[src/rtl/muldiv_unit.sv]
// Iterative RV32 M-extension execute unit: 32-cycle shift-add MUL and restoring signed DIV.
// Holds the pipeline through stall while an operation runs; result is registered and held.
module muldiv_unit #(
  parameter int XLEN = 32
) (
  input  logic            clk,
  input  logic            rst,
  input  logic            start,
  input  logic [3:0]      alu_ctrl,
  input  logic [XLEN-1:0] op_a,
  input  logic [XLEN-1:0] op_b,
  input  logic            flush,
  output logic [XLEN-1:0] result,
  output logic            done,
  output logic            busy,
  output logic            stall
);

  typedef enum logic [1:0] {IDLE, MUL_RUN, DIV_RUN, DONE} state_t;

  localparam logic [3:0] CTRL_MUL = 4'b0011;
  localparam logic [3:0] CTRL_DIV = 4'b0100;
  localparam logic [XLEN-1:0] INT_MIN = {1'b1, {(XLEN-1){1'b0}}};

  state_t state, state_next;

  logic            is_mul, is_div, accept, div_zero, div_ovf, last_iter;
  logic [4:0]      cnt;
  logic [XLEN-1:0] a_reg, b_reg, rem, mul_sum;
  logic [XLEN:0]   rem_shift;
  logic [XLEN-1:0] sub, rem_next, quo_next, div_res;
  logic            ge, neg;

  assign is_mul    = (alu_ctrl == CTRL_MUL);
  assign is_div    = (alu_ctrl == CTRL_DIV);
  assign accept    = (state == IDLE) && start && !flush && (is_mul || is_div);
  assign div_zero  = (op_b == '0);
  assign div_ovf   = (op_a == INT_MIN) && (op_b == '1);
  assign last_iter = (cnt == 5'd31);

  // MUL: rem is the accumulator, a_reg the left-shifting multiplicand, b_reg the right-shifting multiplier.
  assign mul_sum = rem + (b_reg[0] ? a_reg : '0);

  // DIV: a_reg shifts dividend bits out of the top and quotient bits in at the bottom.
  assign rem_shift = {rem, a_reg[XLEN-1]};
  assign ge        = (rem_shift >= {1'b0, b_reg});
  assign sub       = rem_shift[XLEN-1:0] - b_reg;
  assign rem_next  = ge ? sub : rem_shift[XLEN-1:0];
  assign quo_next  = {a_reg[XLEN-2:0], ge};
  assign div_res   = neg ? -quo_next : quo_next;

  always_ff @(posedge clk or posedge rst) begin
    if (rst) state <= IDLE;
    else     state <= state_next;
  end

  always_comb begin
    state_next = state;
    case (state)
      IDLE: begin
        if (accept) begin
          if (is_mul)                  state_next = MUL_RUN;
          else if (div_zero || div_ovf) state_next = DONE;
          else                          state_next = DIV_RUN;
        end
      end
      MUL_RUN, DIV_RUN: begin
        if (flush)          state_next = IDLE;
        else if (last_iter) state_next = DONE;
      end
      DONE:    state_next = IDLE;
      default: state_next = IDLE;
    endcase
  end

  assign busy  = (state != IDLE);
  assign done  = (state == DONE);
  assign stall = !rst && (accept || state == MUL_RUN || state == DIV_RUN);

  always_ff @(posedge clk or posedge rst) begin
    if (rst) begin
      cnt    <= '0;
      a_reg  <= '0;
      b_reg  <= '0;
      rem    <= '0;
      neg    <= 1'b0;
      result <= '0;
    end else begin
      case (state)
        IDLE: begin
          if (accept) begin
            cnt <= '0;
            rem <= '0;
            if (is_mul) begin
              a_reg <= op_a;
              b_reg <= op_b;
            end else begin
              a_reg <= op_a[XLEN-1] ? -op_a : op_a;
              b_reg <= op_b[XLEN-1] ? -op_b : op_b;
              neg   <= op_a[XLEN-1] ^ op_b[XLEN-1];
              if (div_zero)     result <= '1;
              else if (div_ovf) result <= INT_MIN;
            end
          end
        end
        MUL_RUN: begin
          if (!flush) begin
            rem   <= mul_sum;
            a_reg <= a_reg << 1;
            b_reg <= b_reg >> 1;
            cnt   <= cnt + 5'd1;
            if (last_iter) result <= mul_sum;
          end
        end
        DIV_RUN: begin
          if (!flush) begin
            rem   <= rem_next;
            a_reg <= quo_next;
            cnt   <= cnt + 5'd1;
            if (last_iter) result <= div_res;
          end
        end
        default: ;
      endcase
    end
  end

endmodule

[config.mk]
export PLATFORM = sky130hd
export DESIGN_NAME = muldiv_unit
export DESIGN_NICKNAME = d
export VERILOG_FILES = /design/src/rtl/muldiv_unit.sv
export SDC_FILE = /design/constraint.sdc
export NUM_CORES = 1
export LEC_CHECK = 0
export CAP_MARGIN = 40
export CORE_MARGIN = 2
export CORE_UTILIZATION = 55
export CTS_BUF_LIST = sky130_fd_sc_hd__clkbuf_8
export CTS_CLUSTER_SIZE = 10
export DETAILED_ROUTE_END_ITERATION = 10
export PLACE_DENSITY = 0.75
export SYNTH_ARGS = -nofsm -noshare
export SYNTH_HDL_FRONTEND = slang
export SYNTH_SLANG_ARGS = --single-unit
[constraint.sdc]
create_clock -name clk -period 5.8 [get_ports clk]
set_input_delay 0.87 -clock clk [delete_from_list [all_inputs] [get_ports clk]]
set_output_delay 0.87 -clock clk [all_outputs]
set_load 0.01 [all_outputs]
==> impl_metrics.csv, run 1 <==
group,metric,value,unit
synth,yosysTopAreaCell,"dfrtp_1",
floorplanning,design.die.area,0.02351,mm^2
timing,min_period_over_period,81.35,%
run_status,outcome,"finished clean",
timing,rsz0062_at_grt,"no",
critical_path,crit_arrival,5.08,ns
timing,period_minus_slack,4.718,ns
global_routing,first_global_vias,11600,
synth,synth.most_common_cell,"nand2_1",
synth,ys_ff_latch,136,
pwr,peakVddDrop,0.0004689,V
clock_network,clock_tree.buffer_depth,2,
critical_path,worst-path-max-fanout,6,
floorplanning,start_util,56.19,%
floorplanning,ios,107,
timing,hold_violations,0,
final_layout,nets,1783,
clock_network,postCtsSetupRepairBufs,0,
synth,ys_top_cells_by_area,"dfrtp_1 28%, ha_1 7.6%, o21ai_0 6.5%, a21oi_1 6.4%, xnor2_1 6.1%",
floorplanning,rows,54,
clock_network,clkTransAtPathRegs,0.09,ns
flow_run,drv_cap,0,
hold_path,hp-class,"flop to flop",
synth,syn-cell-area,0.01226,mm^2
clock_network,cts.sinks,136,
floorplanning,die_h,153.3,um
clock_network,cts_max_level,4,
final_layout,area_growth_syn_to_layout,13.99,%
final_layout,layout-drive-gt1-share,4.915,%
synth,synth_warnings,0,
synth,yosys.area.top_type_share,27.75,%
synth,seq_area_frac_synth,27.75,%
timing,drv_slew,0,
synth,syn_inst,1584,
synth,synth_edf_count,0,
timing,fmax,211.9,MHz
clock_network,cts_hold_buffers,0,
critical_path,cp-start-kind,"flop",
place,dp.cells,1896,
place,gp_congestion,0.9723,
place,portBuffers,106,
synth,yosys-top-cells-count,"186 x nand2_1, 160 x o21ai_0, 157 x a21oi_1",
place,place.detailed.hpwl,27730,um
synth,synthFlopType,"dfrtp_1",
synth,syn_nets,1732,
clock_network,cts_root_buffer,"clkbuf_8",
global_routing,grt_max_degree,83,
synth,synthDistinctLibCells,70,
pwr,total_power,8.503,mW
floorplanning,core_area,0.02182,mm^2
floorplanning,die_width,153.3,um
detailed_routing,wire_per_inst,19.15,um
global_routing,grt_pass1_wl,60470,um
detailed_routing,via_per_inst,6.320,
global_routing,gr-usage-all-layers,31.66,%
detailed_routing,drt_pass1_iterations,5,
global_routing,overflow,0,
detailed_routing,route.final.wire_length,36940,um
clock_network,cts_tree,"yes",
clock_network,insertion_delay,0.47,ns
detailed_routing,vias,12190,
critical_path,crit_type,"flop to flop",
timing,fin_setup_tns,0,ns
clock_network,ctsResizeCount,0,
pwr,power_leakage,6.004,nW
critical_path,cp-end-kind,"flop",
critical_path,crit_required,6.17,ns
timing,worst_pin_slew,0.9666,ns
detailed_routing,drt_iter0_drc,981,
timing,setup_viol,0,
final_layout,instances_no_fill,1929,
global_routing,antenna_found_initial,1,
synth,synthArstFlopShare,100.0,%
clock_network,cts_made_buffers,17,
pwr,power.density,608.3,mW/mm^2
detailed_routing,remaining_drc_errors,0,
timing,clock-skew-final,0.01784,ns
detailed_routing,ant_nets,0,
timing,slew_headroom,35.17,%
synth,synth_area_per_cell,7.742,um^2
-- report_power, final --
| group | internal, mW | switching (mW) | total [mW] |
|---|---|---|---|
| registers | 1.35 | 0.501 | 1.85 |
| clock network | 0.483 | 0.433 | 0.916 |
| logic | 2.28 | 3.46 | 5.74 |
| total | 4.11 | 4.39 | 8.50 |
-- routing by layer --
metal,GRT usage [%],vias up,routed length (um)
li1,-,5855,-
met3,4.792,85,2449
met1,44.04,5816,16390
met2,49.85,436,16880
met5,0,-,0
met4,12.13,0,1213
-- area by class of cell --
cell class	count	area, um^2
Tap cell	280	350.3
Sequential cell	136	3403
Antenna cell	1	2.502
Clock inverter	14	196.4
Fill cell	1985	7845
Clock buffer	18	247.7
Timing Repair Buffer	128	1255
Multi-Input combinational cell	1286	8270
Inverter	66	252.7
-- critical path, cell delays in order, from the launching register on --
cell and delay [ns]:
dfrtp_1 0.37, inv_1 0.07, ha_1 0.37, a21oi_1 0.31, o32ai_1 0.14, o2111ai_1 0.20, o2111ai_1 0.13, a21o_1 0.23
a31oi_1 0.18, nand2_1 0.18, clkinv_1 0.11, ha_1 0.23, nand4_1 0.16, or2_1 0.31, or4_1 0.46, or2_1 0.33
o21ai_0 0.25, xnor2_1 0.09, a211o_1 0.29, a22o_1 0.20
-- metrics by stage --
step / utilization, % / area, um^2 / setup WS [ns] / hold WS [ns]
finish: 64.05 / 13980 / 1.082 / 0.4809
global route: 64.04 / 13980 / 0.7092 / 0.5089
CTS: 64.04 / 13980 / 1.166 / 0.4859
detailed placement: 62.01 / 13530 / 1.055 / 0.4672
global placement: 61.77 / 13480 / 1.148 / 0.4597
floorplan: - / 12260 / 1.081 / 0.4711
-- layout by cell type, fill, tap and decap left out, drive strengths merged, types with 6 or more instances in the layout --
cell type / synthesis / final
a31oi: 19 / 19
ha: 74 / 74
o211ai: 10 / 10
inv: 65 / 68
nand2b: 7 / 7
and3: 12 / 12
o21ai: 164 / 164
a21o: 27 / 27
nand2: 186 / 186
dfrtp: 136 / 136
or4: 14 / 14
a22o: 24 / 24
nor3: 18 / 18
buf: 14 / 22
nand4: 22 / 22
or3: 14 / 14
a211oi: 24 / 24
xor2: 54 / 54
o21a: 7 / 7
o22ai: 8 / 8
a211o: 6 / 6
o41ai: 13 / 13
mux2i: 20 / 20
a22oi: 34 / 34
o221ai: 6 / 6
clkbuf: 82 / 18
o21bai: 13 / 13
nor4: 14 / 14
clkdlybuf4s50: 0 / 106
nor2: 109 / 109
o31ai: 21 / 21
and2: 42 / 42
or2: 7 / 7
mux2: 7 / 7
xnor2: 85 / 85
a311oi: 6 / 6
nand3: 23 / 23
a21oi: 157 / 157
-- worst paths after layout --
path | start | to | slack [ns] | cells after the start
max | b_reg[12] | result[24] | 1.08 | 19
min | result[4] | result[4] | 0.48 | 1
max reg2reg | b_reg[12] | result[24] | 1.08 | 19
min reg2reg | result[4] | result[4] | 0.48 | 1
max in group asynchronous | rst | result[10] | 3.91 | 4
min in group asynchronous | rst | cnt[1] | 0.67 | 2
-- cells by family after synthesis --
family          count (synthesis)  share of synthesized area [%]
xor+xnor                      139                          9.927
mux                            27                          2.275
buf+inv                       162                          5.040
simple gates                  482                          18.55
flops                         136                          27.75
fa+ha+maj                      76                          7.877
compound gates                562                          28.58
(Power assumes the default switching activity.)
==> inputs of run 2 (changes only) <==
--- a/config.mk
+++ b/config.mk
@@ -11,7 +11,7 @@
 export CTS_BUF_LIST = sky130_fd_sc_hd__clkbuf_8
 export CTS_CLUSTER_SIZE = 10
 export DETAILED_ROUTE_END_ITERATION = 10
-export PLACE_DENSITY = 0.75
+export PLACE_DENSITY = 0.78
 export SYNTH_ARGS = -nofsm -noshare
 export SYNTH_HDL_FRONTEND = slang
 export SYNTH_SLANG_ARGS = --single-unit
==> constraint.sdc (replaced) <==
create_clock -name clk -period 4.25 [get_ports clk]
set_input_delay 0.6375 -clock clk [delete_from_list [all_inputs] [get_ports clk]]
set_output_delay 0.6375 -clock clk [all_outputs]
set_load 0.01 [all_outputs]
==> run 2 against run 1 <==
Effect of this change: first-iteration DRC count rose by 26%; largest power group unchanged; utilization rose by 2.5 points; clock power rose by 30%; count of clock-buffer cells in the layout did not move; critical path depth did not move; global-route usage rose by 0.79 points; worst hold slack got worse by 0.0012 ns; cell count rose by 2.7%; final area rose by 4.0%.
==> impl_metrics.csv, run 2 (synthesis results as in run 1) <==
group,metric,value,unit
global_routing,gr-usage-all-layers,32.45,%
clock_network,clkTransAtPathRegs,0.09,ns
global_routing,grt_pass1_wl,62270,um
flow_run,drv_cap,0,
clock_network,clock_tree.buffer_depth,2,
timing,drv_slew,0,
floorplanning,rows,54,
global_routing,antenna_found_initial,1,
place,gp_congestion,0.9471,
pwr,power.switching,6.247,mW
run_status,outcome,"finished clean",
detailed_routing,drt_iter0_drc,1237,
place,place.detailed.hpwl,29090,um
pwr,p_clk_share,9.7,%
hold_path,hp-class,"flop to flop",
final_layout,seq_area,0.003406,mm^2
critical_path,crit_type,"flop to flop",
global_routing,overflow,0,
final_layout,fill_cells,1914,
pwr,power.density,840.8,mW/mm^2
critical_path,crit-reg2reg-launch,"b_reg[1]",
detailed_routing,ant_nets,0,
hold_path,hp-start,"result[1]",
timing,hold_violations,0,
final_layout,postLayoutCoreUtil,66.60,%
timing,period_minus_slack,4.158,ns
floorplanning,die_h,153.3,um
pwr,seqPwrFrac,20.7,%
floorplanning,core_area,0.02182,mm^2
clock_network,cts_tree,"yes",
final_layout,area_growth_syn_to_layout,18.52,%
critical_path,crit_required,4.60,ns
detailed_routing,via_per_inst,6.296,
global_routing,grt_max_degree,75,
critical_path,cpPeakStageDelay,0.44,ns
critical_path,crit_arrival,4.51,ns
timing,setup_viol,0,
final_layout,multi_input_area,0.008452,mm^2
clock_network,cts_root_buffer,"clkbuf_8",
timing,min_period_over_period,97.84,%
timing,setup_slack,0.09189,ns
detailed_routing,route.final.wire_length,38240,um
final_layout,layout_common_cells,"185 x nand2_1, 159 x o21ai_0, 150 x a21oi_1",
critical_path,critPathSlowestCell,"or4_4",
critical_path,worst-path-buf-inv,2,
critical_path,cp-end-kind,"flop",
floorplanning,start_util,56.19,%
critical_path,crit_family,"simple AND/OR/NAND/NOR gates",
pwr,pwr-share-comb,69.6,%
detailed_routing,vias,12470,
timing,worst_pin_slew,0.8734,ns
pwr,power_leakage,6.276,nW
clock_network,cts.sinks,136,
final_layout,final_common_cell,"nand2_1",
clock_network,cts_hold_buffers,0,
clock_network,cts_max_level,4,
timing,slew_headroom,41.42,%
floorplanning,ios,107,
critical_path,cp-startpoint,"b_reg[1]",
detailed_routing,wire_per_inst,19.30,um
timing,fmax,240.5,MHz
detailed_routing,drt_pass1_iterations,6,
critical_path,worst-path-max-fanout,4,
floorplanning,die_width,153.3,um
detailed_routing,remaining_drc_errors,0,
critical_path,crit_top_cell,"ha_4",
timing,fin_setup_tns,0,ns
clock_network,cts_made_buffers,17,
final_layout,layout-drive-gt1-share,9.647,%
floorplanning,design.die.area,0.02351,mm^2
clock_network,insertion_delay,0.47,ns
pwr,power.internal,5.973,mW
pwr,peakVddDrop,0.0007799,V
place,pre_cts_ws,-0.0008979,ns
critical_path,crit_chain,"inv_2 > ha_4 > nor2b_2 > o2111ai_2 > and2_4 > a21oi_2 > a21o_1 > a31oi_2 > nand2_2 > inv_4 > ha_4 > nand4_1 > or2_1 > or4_4 > or2_4 > o21ai_0 > xnor2_1 > a221o_1 > a22o_1",
timing,clock-skew-final,0.01467,ns
global_routing,first_global_vias,12020,
critical_path,cp-start-kind,"flop",
place,portBuffers,106,
final_layout,nets,1835,
pwr,swShare,51.12,%
run 2: metrics by stage:
stage                     area (um^2)  hold slack [ns]  total power, mW  instances
after global routing            14530           0.5133            13.17       1980
after global placement          13880           0.4634            10.43       1939
after CTS                       14340           0.4839            11.83       1973
after detailed placement        13910           0.4652            10.58       1941
after floorplan                 12310           0.4711            8.042       1584
final                           14530           0.4797            12.22       1981
run 2: worst paths after layout:
path,cells after the start,slack [ns],to
setup / recovery,19,0.09,result[30]
hold / removal,2,0.48,result[1]
setup reg to reg,19,0.09,result[30]
hold reg to reg,2,0.48,result[1]
max in group asynchronous,3,2.72,result[27]
min in group asynchronous,2,0.70,cnt[1]
run 2: per-layer routing:
layer | wire length, um | global-route usage (%)
met4 | 1260 | 12.35
met3 | 2457 | 5.500
met5 | 0 | 0
met2 | 17710 | 51.72
met1 | 16810 | 44.27
run 2: power groups by stage:
stage          sequential (mW)  combinational [mW]  clock [mW]
2_1_floorplan             2.30                5.75           0
3_3_place_gp              2.50                7.92           0
3_5_place_dp              2.51                8.07           0
4_1_cts                   2.50                8.14        1.20
5_1_grt                   2.59                9.33        1.25
6_report                  2.53                8.50        1.19
run 2: repair_timing:
action	4_1_cts	5_1_grt
setup buffers	0	7
endpoints found under the setup margin	1	12
gates resized for setup	1	29
pin swaps	0	13
run 2: worst min-delay path, cell delays in order, from the launching register on:
cell and delay (ns):
dfrtp_1 0.35, nand2_1 0.05, o31ai_1 0.05
run 2: cell type report:
cell class | instances | area share, %
flip-flops and latches | 136 | 23.43
diodes | 1 | 0.01722
clock buffers | 18 | 1.705
inverters | 66 | 1.748
well taps | 280 | 2.410
multi-input cells | 1286 | 58.15
clock inverters | 14 | 1.188
repair buffers | 180 | 11.35
